<file path="config.mk">
export PLATFORM = sky130hd
export DESIGN_NAME = op_counter
export DESIGN_NICKNAME = d
export VERILOG_FILES = /design/src/rtl/op_counter_pkg.sv /design/src/rtl/op_counter_prescaler.sv /design/src/rtl/op_counter.sv
export SDC_FILE = /design/constraint.sdc
export NUM_CORES = 1
export LEC_CHECK = 0
export ABC_AREA = 1
export BUFFER_PORTS_ARGS = -buffer_cell sky130_fd_sc_hd__buf_2
export CORE_MARGIN = 2
export CORE_UTILIZATION = 40
export CTS_BUF_LIST = sky130_fd_sc_hd__clkbuf_4
export DETAILED_ROUTE_END_ITERATION = 12
export MAX_ROUTING_LAYER = met4
export PLACE_DENSITY = 0.63
export SLEW_MARGIN = 40
export SYNTH_ARGS = -nofsm -noshare
export SYNTH_HDL_FRONTEND = slang
export SYNTH_SLANG_ARGS = --single-unit
</file>
<file path="constraint.sdc">
create_clock -name clk -period 4.1 [get_ports clk]
set_clock_uncertainty 0.2 [all_clocks]
set_input_delay 0.82 -clock clk [delete_from_list [all_inputs] [get_ports clk]]
set_output_delay 0.82 -clock clk [all_outputs]
set_load 0.005 [all_outputs]
</file>
<file path="src/rtl/op_counter_pkg.sv">
// op_counter_pkg: op codes and op type shared by the op_counter slice
package op_counter_pkg;
  typedef logic [2:0] op_t;
  localparam op_t OP_HOLD   = 3'd0;
  localparam op_t OP_INC    = 3'd1;
  localparam op_t OP_DEC    = 3'd2;
  localparam op_t OP_DOUBLE = 3'd3;
  localparam op_t OP_HALVE  = 3'd4;
  localparam op_t OP_LOAD   = 3'd5;
  localparam op_t OP_CLEAR  = 3'd6;
endpackage

</file>
<file path="src/rtl/op_counter_prescaler.sv">
// op_counter_prescaler: emits a tick on every PRESCALE-th step cycle
module op_counter_prescaler #(
  parameter int PRESCALE = 4
) (
  input  logic clk,
  input  logic reset,
  input  logic restart,
  input  logic step,
  output logic tick
);
  localparam int CW = PRESCALE > 1 ? $clog2(PRESCALE) : 1;
  localparam logic [CW-1:0] LAST = CW'(PRESCALE - 1);
  logic [CW-1:0] cnt;
  assign tick = step && cnt == LAST;
  // phase counter: restarts on reset/load/clear, advances only on step cycles
  always_ff @(posedge clk) begin
    if (reset || restart) cnt <= '0;
    else if (step) cnt <= tick ? '0 : cnt + 1'b1;
  end
endmodule

</file>
<file path="src/rtl/op_counter.sv">
// op_counter: multi-op wrap/saturate counter with overflow flags; prescaler under COUNTER_PRESCALE_EN
module op_counter
  import op_counter_pkg::*;
#(
  parameter int              WIDTH    = 32,
  parameter logic [WIDTH-1:0] MAX_VAL = {WIDTH{1'b1}},
  parameter int              PRESCALE = 4
) (
  input  logic             clk,
  input  logic             reset,
  input  logic             en,
  input  op_t              op,
  input  logic             sat,
  input  logic [WIDTH-1:0] load_value,
  input  logic [WIDTH-1:0] compare,
  output logic [WIDTH-1:0] value,
  output logic             ovf,
  output logic             ovf_sticky,
  output logic             match
);
  localparam logic [WIDTH:0] MOD = {1'b0, MAX_VAL} + 1'b1;
  logic             tick, go, nxt_ovf;
  logic [WIDTH-1:0] nxt;
  logic [WIDTH:0]   dbl;
`ifdef COUNTER_PRESCALE_EN
  op_counter_prescaler #(.PRESCALE(PRESCALE)) u_prescaler (
    .clk     (clk),
    .reset   (reset),
    .restart (op == OP_LOAD || op == OP_CLEAR),
    .step    (en && op >= OP_INC && op <= OP_HALVE),
    .tick    (tick)
  );
`else
  assign tick = 1'b1;
`endif
  assign go    = en && tick;
  assign dbl   = {value, 1'b0};
  assign match = value == compare;
  // next value and limit detection; value never exceeds MAX_VAL so one subtraction wraps a double
  always_comb begin
    nxt     = value;
    nxt_ovf = 1'b0;
    case (op)
      OP_INC: if (go) begin
        nxt_ovf = value >= MAX_VAL;
        nxt     = nxt_ovf ? (sat ? MAX_VAL : '0) : value + 1'b1;
      end
      OP_DEC: if (go) begin
        nxt_ovf = value == '0;
        nxt     = nxt_ovf ? (sat ? '0 : MAX_VAL) : value - 1'b1;
      end
      OP_DOUBLE: if (go) begin
        nxt_ovf = dbl > {1'b0, MAX_VAL};
        nxt     = nxt_ovf ? (sat ? MAX_VAL : WIDTH'(dbl - MOD)) : dbl[WIDTH-1:0];
      end
      OP_HALVE: if (go) nxt = value >> 1;
      OP_LOAD:  nxt = load_value > MAX_VAL ? MAX_VAL : load_value;
      OP_CLEAR: nxt = '0;
      default:  nxt = value;
    endcase
  end
  // state registers; CLEAR wipes the sticky flag, any overflow sets it
  always_ff @(posedge clk) begin
    if (reset) begin
      value      <= '0;
      ovf        <= 1'b0;
      ovf_sticky <= 1'b0;
    end else begin
      value      <= nxt;
      ovf        <= nxt_ovf;
      ovf_sticky <= op == OP_CLEAR ? 1'b0 : ovf_sticky | nxt_ovf;
    end
  end
endmodule

</file>
# [After elaboration in Yosys (flattened, before gate mapping)]
# Cells that the tools add are included.
[classes] add_sub_neg=3 n_lt_le_gt_ge=3 n_eq_ne=11 mux=16 bitwise=1 n_reduce_logical=4
[ops] operator="2-to-1 mux 32 bit" count=11
[ops] operator="case mux 32 bit (6 select lines)" count=1
[ops] operator="subtractor 32 x 1 -> 32 bit (second input constant)" count=2
[ops] operator="> comparator 33 x 32 -> 1 bit (second input constant)" count=1
[ops] operator="adder 32 x 1 -> 32 bit (second input constant)" count=1
[ops] operator="equality test 32 bit" count=1
[ops] operator="greater-or-equal comparator 32 bit (second input constant)" count=1
[ops] operator="> comparator 32 bit (second input constant)" count=1
[ops] operator="logical NOT 32 bit" count=1
[ops] operator="equality test 3 bit (second input constant)" count=3
[ops] operator="!= test 2 bit (second input constant)" count=4
[ops] operator="equality test 3 x 2 -> 1 bit (second input constant)" count=2
[ops] operator="nonzero test 6 bit" count=1
[ops] operator="AND reduction 5 bit" count=1
[ops] operator="equality test 3 x 1 -> 1 bit (second input constant)" count=1
[ops] operator="2-to-1 mux 1 bit" count=3
[ops] operator="case mux 1 bit (3 select lines)" count=1
[ops] operator="OR reduction 2 bit" count=1
[ops] operator="bitwise OR 1 bit" count=1
[word_totals] reg_bits=34 input_bits=71 out_inout_bits=35 word_cells=41

# [Logic depth before layout (Yosys ltp)]
# Gate-level depths: netlist of run 1.
[depth] depth_word=5 depth_mapped=14 ltp_nobuf=13

# [Worst setup path after synthesis of run 1]
# OpenSTA, ideal clock, no wires.
[synth_timing] path_type="input-to-output" from="input port compare[25]" to="output port match" t_arrival_ns=1.446 required_ns=3.080 setup_slack_ns=1.634 cell_stages=4 n_path_buf=0 cell_sequence="xnor2_1 > nand4_1 > nor4_1 > and3_1"
[synth_via] elab_chain_len=1
[synth_lines] element="start, declared" line="op_counter.sv:15" text="input logic [WIDTH-1:0] compare,"
[synth_lines] element="equality test 32 bit" line="op_counter.sv:38" text="assign match = value == compare;"
[synth_lines] element="end, declared" line="op_counter.sv:19" text="output logic match"
# No other way between the ends.

# [Worst setup path after layout of run 1]
[layout_timing] from="register value[5]" to="output port match"
[layout_via] elab_chain_len=1
[layout_lines] element="start, declared" line="op_counter.sv:16" text="output logic [WIDTH-1:0] value,"
[layout_lines] element="start signal, assigned" line="op_counter.sv:69" text="value <= nxt;"
[layout_lines] element="equality test 32 bit" line="op_counter.sv:38"
# No other way between the ends.

==> results.py, run 1 <==
metrics = {
    "power_and_ir_drop": {
        "p_clk_frac": 0.145,
        "power.leakage_nw": 2.690,
        "switching_share": 0.5073,
        "power_density_nw_per_um2": 241.1,
        "p_int_mw": 0.6728,
        "p_total_mw": 1.366,
        "power_switching_mw": 0.6928,
        "combPwrFrac": 0.514,
        "peakVddDrop_mv": 0.1064,
        "p_seq_frac": 0.342,
    },
    "logic_synthesis": {
        "synth_top_family_by_area": "simple AND/OR/NAND/NOR gates",
        "netlist_area_um2": 5146,
        "synth_top_area_frac": 0.1969,
        "synth_xor_area_frac": 0.09190,
        "yosys_warnings": 0,
        "async_flop_share": 0,
        "yosysTopAreaCell": "nand2_1",
        "netlist_top_cells_count": "270 x nand2_1, 106 x nor2_1, 77 x inv_1, 71 x nand3_1, 47 x o21ai_0",
        "post_synth_fa_ha_maj_area_fraction": 0.007294,
        "synth_edf_count": 0,
        "avgSynthCellArea_um2": 5.594,
        "synth-simple-area-share": 0.4668,
        "synth_mux_area_frac": 0,
        "syn_inst": 920,
        "ys.flop_type": "dfxtp_1",
        "synth_compound_area_frac": 0.1651,
        "ys_types": 38,
        "ys_ff_latch": 34,
        "synth_nets": 994,
        "synth_seq_area_share": 0.1323,
        "synth_area_leaders": "nand2_1 20%, dfxtp_1 13%, nor2_1 7.7%",
        "synth_most_common_cell": "nand2_1",
    },
    "timing": {
        "final.setup.tns_ns": 0,
        "drv_slew": 0,
        "setup_violations": 0,
        "min_period_over_period": 0.7737,
        "worst_pin_slew_ns": 0.8360,
        "slew_headroom": 0.4413,
        "hold_viol_final": 0,
        "fmax_mhz": 315.2,
        "rsz0062_at_grt": "false",
        "fin_ws_ns": 0.9277,
        "post-route-min-period_ns": 3.172,
    },
    "floorplan": {
        "ios": 106,
        "die-width_um": 117.4,
        "initial_core_util": 0.4095,
        "die_h_um": 117.4,
        "dieArea_um2": 13790,
        "rows": 41,
        "core_area_um2": 12570,
    },
    "clocking": {
        "htreeDepth": 2,
        "cts_tree": "built",
        "cts_max_path_buffers": 2,
        "cts_resized": 0,
        "post-cts-setup-buffer-count": 0,
        "insertion_delay_ns": 0.38,
        "cts_buffers": 5,
        "path_clk_slew_ns": 0.13,
        "cts-root-buf": "clkbuf_4",
        "cts_sinks": 34,
        "cts_hold_buf": 0,
    },
    "worst_setup_path": {
        "worstReg2RegStart": "value[31]",
        "arrival_ns": 2.15,
        "critPathMaxFanout": 13,
        "critPathRequiredTime_ns": 3.08,
        "startpoint_type": "flop",
        "crit_type": "reg2out",
        "r2r_slack_ns": 1.38,
        "r2r_end": "value[7]",
        "ff2ff_path_depth": 12,
        "end_kind": "primary output",
    },
    "detailed_routing": {
        "dr.pass1.iters": 6,
        "vias": 6415,
        "wirelength_um": 21440,
        "ant_nets": 0,
        "avgRoutedWirePerCell_um": 18.52,
        "drc": 0,
        "drt_iter0_drc": 668,
        "via_per_inst": 5.540,
    },
    "finish": {
        "nets": 1059,
        "syn_to_final_growth_pct": 10.07,
        "diodes": 0,
        "final_cell_area_um2": 5664,
        "drive_above_1_share": 0.1998,
        "final_util": 0.4507,
    },
    "worst_hold_path": {
        "min_path_type": "reg2reg",
        "min-delay-start": "ovf_sticky",
        "min_path_cells": 2,
        "worstHoldEndpoint": "ovf_sticky",
    },
    "place": {
        "pre_cts_ws_ns": 1.182,
        "dpl.hpwl_um": 15740,
        "dpl-instance-area_um2": 5615,
        "io_buffers": 105,
        "place.gp.congestion": 1.027,
    },
    "global_routing": {
        "grt_max_degree": 34,
        "grt_remaining_overflow": 0,
        "grt_first_pass_wirelength_um": 33600,
        "grt_usage": 0.3147,
        "grt_pass1_vias": 6139,
        "antenna_found_initial": 0,
    },
    "job": {
        "max_cap_viol_count": 0,
    },
    "status": {
        "outcome": "complete, no violations",
    },
}
## worst max path at each step
| stage | start | endpoint | slack, ns | cells after the start |
|---|---|---|---|---|
| 4_1_cts | value[5] | match | 0.96 | 5 |
| 5_1_grt | value[11] | match | 0.80 | 6 |
| 3_5_place_dp | op[0] | value[31] | 1.18 | 8 |
| 6_report | value[5] | match | 0.93 | 5 |
| 3_3_place_gp | op[0] | value[31] | 1.20 | 8 |
| 2_1_floorplan | compare[25] | match | 1.63 | 4 |
## sequential cells by signal, indices dropped and copies added, names as in the netlist
name        flops
value          32
ovf             1
ovf_sticky      1
## power by group through the flow
| stage | sequential [mW] | clock (mW) | combinational [mW] |
|---|---|---|---|
| 2_1_floorplan | 0.392 | 0 | 0.544 |
| 3_5_place_dp | 0.471 | 0 | 0.683 |
| 4_1_cts | 0.463 | 0.204 | 0.686 |
| 6_report | 0.467 | 0.198 | 0.701 |
| 3_3_place_gp | 0.471 | 0 | 0.682 |
| 5_1_grt | 0.470 | 0.221 | 0.775 |
## stage by stage
| step | cells | hold slack [ns] |
|---|---|---|
| after floorplan | 920 | 0.2564 |
| after global placement | 1150 | 0.2474 |
| after detailed placement | 1150 | 0.2470 |
| after CTS | 1158 | 0.2693 |
| after global routing | 1158 | 0.2960 |
| final | 1158 | 0.2668 |
## cell usage in the layout, fill, tap and decap left out, drive strengths merged, types with 5 or more instances in the layout
cell type    n
xor2        26
xnor2       28
o21ai       62
a21oi       39
nand3       76
a211oi       8
nand4       24
nor2       138
dfxtp       34
nand2      283
clkbuf       5
nor3         6
buf        115
inv         93
a221oi      21
## critical path, stage by stage (launching register included)
cell and delay (ns):
dfxtp_1 0.75, xnor2_1 0.18, nand4_1 0.18, nor3_1 0.35, and3_1 0.22, buf_2 0.11
## layout make-up
type                    instances  area (um^2)
clock buffers                   5        37.54
repair buffers                115        600.6
multi-input cells             735         3765
inverters                      94        354.1
flip-flops and latches         34        680.7
clock inverters                 3        11.26
fillers                      1409         6904
well taps                     172        215.2
## routing by layer
layer | vias to the layer above | part of all wire | GRT usage | wire length [um]
li1 | 3109 | - | - | -
met2 | 414 | 0.44 | 0.4993 | 9458
met3 | 80 | 0.11 | 0.05350 | 2372
met4 | 0 | 0.042 | 0.1355 | 900
met1 | 2812 | 0.41 | 0.3948 | 8711
met5 | - | 0 | - | 0
## kinds of logic after synthesis
| kind of cell | count (synthesis) |
|---|---|
| AOI/OAI and AO/OA | 142 |
| buffers and inverters | 151 |
| adders and majority gates | 3 |
| xor gates and xnor gates | 54 |
| DFF | 34 |
| and+or+nand+nor | 536 |
Note: power is estimated with default switching activity, not from simulation.
==> run 2: changes to the inputs <==
==> constraint.sdc (replaced) <==
create_clock -name clk -period 3.25 [get_ports clk]
set_clock_uncertainty 0.2 [all_clocks]
set_input_delay 0.65 -clock clk [delete_from_list [all_inputs] [get_ports clk]]
set_output_delay 0.65 -clock clk [all_outputs]
set_load 0.005 [all_outputs]
==> run 2 against run 1 <==
Effect of this change:
- sequential power up 27%
- critical path type unchanged
- cell count rose by 0.78%
- sequential share of layout area shrank 0.14 points
- critical path depth unchanged
- largest cell class unchanged
- clock power rose by 21%
- combinational power up 27%
- via count grew 1.3%
- utilization increased by 0.52 points
==> results.py, run 2 (synthesis gave the netlist of run 1 again) <==
metrics = {
    "worst_setup_path": {
        "arrival_ns": 2.18,
        "critPathRequiredTime_ns": 2.40,
        "critPathMaxFanout": 13,
        "crit_type": "reg2out",
        "end_kind": "primary output",
        "startpoint_type": "flop",
    },
    "detailed_routing": {
        "drt_iter0_drc": 689,
        "drc": 0,
        "via_per_inst": 5.571,
        "wirelength_um": 21770,
        "ant_nets": 0,
        "dr.pass1.iters": 6,
        "vias": 6501,
        "avgRoutedWirePerCell_um": 18.65,
    },
    "floorplan": {
        "ios": 106,
        "core_area_um2": 12570,
        "die-width_um": 117.4,
        "dieArea_um2": 13790,
        "die_h_um": 117.4,
        "rows": 41,
        "initial_core_util": 0.4095,
    },
    "power_and_ir_drop": {
        "peakVddDrop_mv": 0.2307,
        "p_total_mw": 1.727,
        "power_density_nw_per_um2": 301.5,
        "power.leakage_nw": 2.731,
    },
    "job": {
        "max_cap_viol_count": 0,
    },
    "clocking": {
        "insertion_delay_ns": 0.38,
        "cts_tree": "built",
        "cts_resized": 0,
        "cts-root-buf": "clkbuf_4",
        "cts_buffers": 5,
        "cts_max_path_buffers": 2,
        "htreeDepth": 2,
        "cts_hold_buf": 0,
        "path_clk_slew_ns": 0.13,
        "post-cts-setup-buffer-count": 0,
        "cts_sinks": 34,
    },
    "finish": {
        "final_cell_area_um2": 5729,
        "mostFrequentLayoutCells": "270 x nand2_1, 105 x nor2_1, 105 x buf_2",
        "syn_to_final_growth_pct": 11.33,
        "nets": 1068,
        "fillers": 1433,
        "largest_register_ffs": 32,
        "top_register": "value",
        "final_common_cell": "nand2_1",
        "final_util": 0.4558,
        "top_regs": "value (32), ovf (1), ovf_sticky (1)",
        "drive_above_1_share": 0.2064,
    },
    "place": {
        "io_buffers": 105,
        "place.gp.congestion": 1.060,
        "dpl.hpwl_um": 16770,
        "dpl-instance-area_um2": 5683,
    },
    "status": {
        "outcome": "complete, no violations",
    },
    "global_routing": {
        "antenna_found_initial": 1,
        "grt_pass1_vias": 5954,
        "grt_remaining_overflow": 0,
        "grt_max_degree": 31,
        "grt_usage": 0.3206,
        "grt_first_pass_wirelength_um": 33920,
    },
    "timing": {
        "drv_slew": 0,
        "setup_violations": 0,
        "hold_viol_final": 0,
        "rsz0062_at_grt": "false",
        "slew_headroom": 0.4638,
        "fmax_mhz": 330.1,
        "min_period_over_period": 0.9321,
        "worst_pin_slew_ns": 0.8035,
        "final.setup.tns_ns": 0,
        "whs_ns": 0.2655,
        "post-route-min-period_ns": 3.029,
    },
    "worst_hold_path": {
        "min_path_type": "reg2reg",
    },
}
[run 2: cell count changes in the layout (fill, tap and decap cells not counted)]
| cell | delta |
|---|---|
| inv_2 | -1 |
| clkinv_1 | -2 |
| buf_4 | +9 |
| diode_2 | +2 |
| inv_1 | +1 |
[run 2: worst max-delay path, cell delays in order (launching register included)]
cell and delay, ns:
dfxtp_1 0.74, xnor2_1 0.18, nand4_1 0.18, nor3_1 0.37
and3_1 0.21, buf_2 0.11
[run 2: final cells by class]
| cell class | instances | area, um^2 | share of cell area |
|---|---|---|---|
| Multi-Input combinational cell | 735 | 3765 | 0.6571 |
| Inverter | 94 | 354.1 | 0.06180 |
| Clock inverter | 1 | 3.754 | 0.0006552 |
| Tap cell | 172 | 215.2 | 0.03756 |
| Antenna cell | 2 | 5.005 | 0.0008736 |
| Clock buffer | 5 | 37.54 | 0.006552 |
| Timing Repair Buffer | 124 | 668.1 | 0.1166 |
| Sequential cell | 34 | 680.7 | 0.1188 |
[run 2: metal layers]
layer	wire (um)	share of wire	up-vias	GRT usage
met3	2389	0.11	79	0.04718
met4	920	0.042	0	0.1386
met1	9043	0.42	2863	0.4263
met2	9415	0.43	434	0.4843
met5	0	0	-	-
li1	-	-	3125	-
[run 2: worst paths after layout]
check,start,end,slack [ns],cells past startpoint
worst max-delay path,value[5],match,0.22,5
worst min register to register,ovf_sticky,ovf_sticky,0.27,2
worst min-delay path,ovf_sticky,ovf_sticky,0.27,2
worst max register to register,value[0],value[29],0.63,13
[run 2: through the flow]
step           worst slack (ns)  instances
2_1_floorplan             1.124        920
3_3_place_gp             0.6938       1159
3_5_place_dp             0.7178       1159
4_1_cts                  0.2845       1165
5_1_grt                  0.1762       1166
6_report                 0.2207       1167
[run 2: power by group]
part	total (mW)	internal [mW]	leakage, nW	switching (mW)
logic	0.892	0.326	2.43	0.566
registers	0.595	0.455	0.281	0.140
clock network	0.240	0.0740	0.0246	0.166
total	1.73	0.855	2.73	0.872
==> run 3: changes to the inputs <==
--- a/config.mk
+++ b/config.mk
@@ -8,11 +8,11 @@
 export ABC_AREA = 1
 export BUFFER_PORTS_ARGS = -buffer_cell sky130_fd_sc_hd__buf_2
 export CORE_MARGIN = 2
-export CORE_UTILIZATION = 40
+export CORE_UTILIZATION = 52
 export CTS_BUF_LIST = sky130_fd_sc_hd__clkbuf_4
 export DETAILED_ROUTE_END_ITERATION = 12
 export MAX_ROUTING_LAYER = met4
-export PLACE_DENSITY = 0.63
+export PLACE_DENSITY = 0.81
 export SLEW_MARGIN = 40
 export SYNTH_ARGS = -nofsm -noshare
 export SYNTH_HDL_FRONTEND = slang
==> constraint.sdc (replaced) <==
create_clock -name clk -period 2.52 [get_ports clk]
set_clock_uncertainty 0.2 [all_clocks]
set_input_delay 0.504 -clock clk [delete_from_list [all_inputs] [get_ports clk]]
set_output_delay 0.504 -clock clk [all_outputs]
set_load 0.005 [all_outputs]
==> run 3 against run 2 <==
Effect of this change:
- die area is 22% lower
- power is 37% higher
- utilization is 18 points higher
- largest cell class unchanged
- highest routed layer unchanged
- combinational power is 49% higher
- critical endpoint unchanged
- largest power group unchanged
- via count is 6.4% higher
==> results.py, run 3 (synthesis gave the netlist of run 1 again) <==
metrics = {
    "status": {
        "outcome": "complete, no violations",
    },
    "floorplan": {
        "dieArea_um2": 10710,
        "rows": 36,
        "ios": 106,
        "die-width_um": 103.5,
        "initial_core_util": 0.5314,
        "core_area_um2": 9684,
        "die_h_um": 103.5,
    },
    "worst_setup_path": {
        "worstReg2RegStart": "value[1]",
        "ff2ff_path_depth": 13,
        "crit_type": "reg2out",
        "r2r_end": "value[5]",
        "startpoint_type": "flop",
        "crit_start": "value[2]",
        "r2r_slack_ns": 0.19,
        "end_kind": "primary output",
        "critPathMaxFanout": 10,
        "arrival_ns": 1.79,
        "crit_path_end": "match",
        "critPathRequiredTime_ns": 1.82,
    },
    "clocking": {
        "insertion_delay_ns": 0.36,
        "cts_buffers": 5,
        "cts_sinks": 34,
        "cts_tree": "built",
        "htreeDepth": 2,
        "cts-root-buf": "clkbuf_4",
        "cts_max_path_buffers": 2,
        "path_clk_slew_ns": 0.13,
    },
    "global_routing": {
        "grt_first_pass_wirelength_um": 32910,
        "grt_pass1_vias": 6214,
        "grt_usage": 0.4180,
        "grt_remaining_overflow": 0,
        "grt_max_degree": 33,
        "antenna_found_initial": 0,
    },
    "finish": {
        "final_common_cell": "nand2_1",
        "final_cells": 1175,
        "fillers": 995,
        "final_util": 0.6368,
        "top_regs": "value (32), ovf (1), ovf_sticky (1)",
        "largest_register_ffs": 32,
        "syn_to_final_growth_pct": 19.84,
        "nets": 1116,
        "diodes": 0,
        "top_register": "value",
        "mostFrequentLayoutCells": "270 x nand2_1, 105 x nor2_1, 105 x buf_2",
        "drive_above_1_share": 0.2687,
    },
    "place": {
        "io_buffers": 105,
        "place.gp.congestion": 1.094,
        "dpl.hpwl_um": 16740,
        "dp.cells": 1163,
    },
    "power_and_ir_drop": {
        "switching_share": 0.4921,
        "power.leakage_nw": 3.014,
        "power_density_nw_per_um2": 382.4,
        "p_total_mw": 2.358,
        "p_clk_frac": 0.139,
        "p_int_mw": 1.198,
        "peakVddDrop_mv": 0.2447,
        "power_switching_mw": 1.160,
        "combPwrFrac": 0.565,
        "p_seq_frac": 0.296,
    },
    "timing": {
        "fmax_mhz": 401.0,
        "post-route-min-period_ns": 2.494,
        "drv_slew": 0,
        "worst_pin_slew_ns": 0.8218,
        "slew_headroom": 0.4515,
        "hold_viol_final": 0,
        "final.setup.tns_ns": 0,
        "setup_violations": 0,
        "min_period_over_period": 0.9896,
    },
    "worst_hold_path": {
        "min_path_type": "in2reg",
    },
    "detailed_routing": {
        "drt_iter0_drc": 845,
        "avgRoutedWirePerCell_um": 18.37,
        "via_per_inst": 5.888,
        "dr.pass1.iters": 6,
        "wirelength_um": 21590,
        "vias": 6918,
        "ant_nets": 0,
        "drc": 0,
    },
    "job": {
        "max_cap_viol_count": 0,
    },
}
==> run 3: changes by cell type in the layout (fill, tap and decap cells not counted), moves of 9 or more <==
cell | before | now
dfxtp_4 | 0 | 9
dfxtp_1 | 34 | 15
buf_4 | 19 | 62
dfxtp_2 | 0 | 10
==> run 3: timing repair <==
item	in CTS	in global routing
resized for setup	10	26
hold buffers	0	0
pin swaps	0	4
setup endpoints to repair	1	1
setup buffers	0	5
hold endpoints to repair	0	0
==> run 3: final cells by class <==
class	count	area (um^2)	share of cell area
clock buffers	5	37.54	0.006086
repair buffers	172	1074	0.1741
clock inverters	2	10.01	0.001623
flip-flops and latches	34	726.9	0.1179
multi-input cells	735	3799	0.6159
well taps	133	166.4	0.02698
inverters	94	354.1	0.05742
==> run 3: worst min-delay path by stage <==
stage	startpoint	to	depth (start not counted)
2_1_floorplan	ovf_sticky	ovf_sticky	2
3_3_place_gp	ovf_sticky	ovf_sticky	2
3_5_place_dp	ovf_sticky	ovf_sticky	2
4_1_cts	reset	value[2]	2
5_1_grt	reset	value[2]	2
6_report	reset	value[2]	2
==> run 3: metrics by stage <==
step,instance area [um^2],worst slack [ns],hold slack [ns]
2_1_floorplan,5146,0.5907,0.2564
3_3_place_gp,5995,0.2640,0.2472
3_5_place_dp,5995,0.2470,0.2616
4_1_cts,6058,0.002701,0.1796
5_1_grt,6167,-0.02121,0.1948
6_report,6167,0.02625,0.1738
==> run 3: critical path: stages, from the launching register on <==
cell	delay, ns
dfxtp_4	0.45
xnor2_1	0.13
nand4_1	0.28
nor4_2	0.28
and3_1	0.18
buf_2	0.11
==> run 3: power by group through the flow <==
stage	Clock (mW)	Sequential, mW	Combinational, mW
6_report	0.328	0.697	1.33
5_1_grt	0.362	0.700	1.46
4_1_cts	0.336	0.697	1.27
3_5_place_dp	0	0.707	1.26
3_3_place_gp	0	0.705	1.25
2_1_floorplan	0	0.637	0.885
==> run 3: metal layers <==
| layer | GRT usage | up-vias | share of wire |
|---|---|---|---|
| li1 | - | 3225 | - |
| met1 | 0.5273 | 3001 | 0.37 |
| met3 | 0.06653 | 111 | 0.13 |
| met5 | - | - | 0 |
| met2 | 0.6328 | 581 | 0.43 |
| met4 | 0.2379 | 0 | 0.064 |
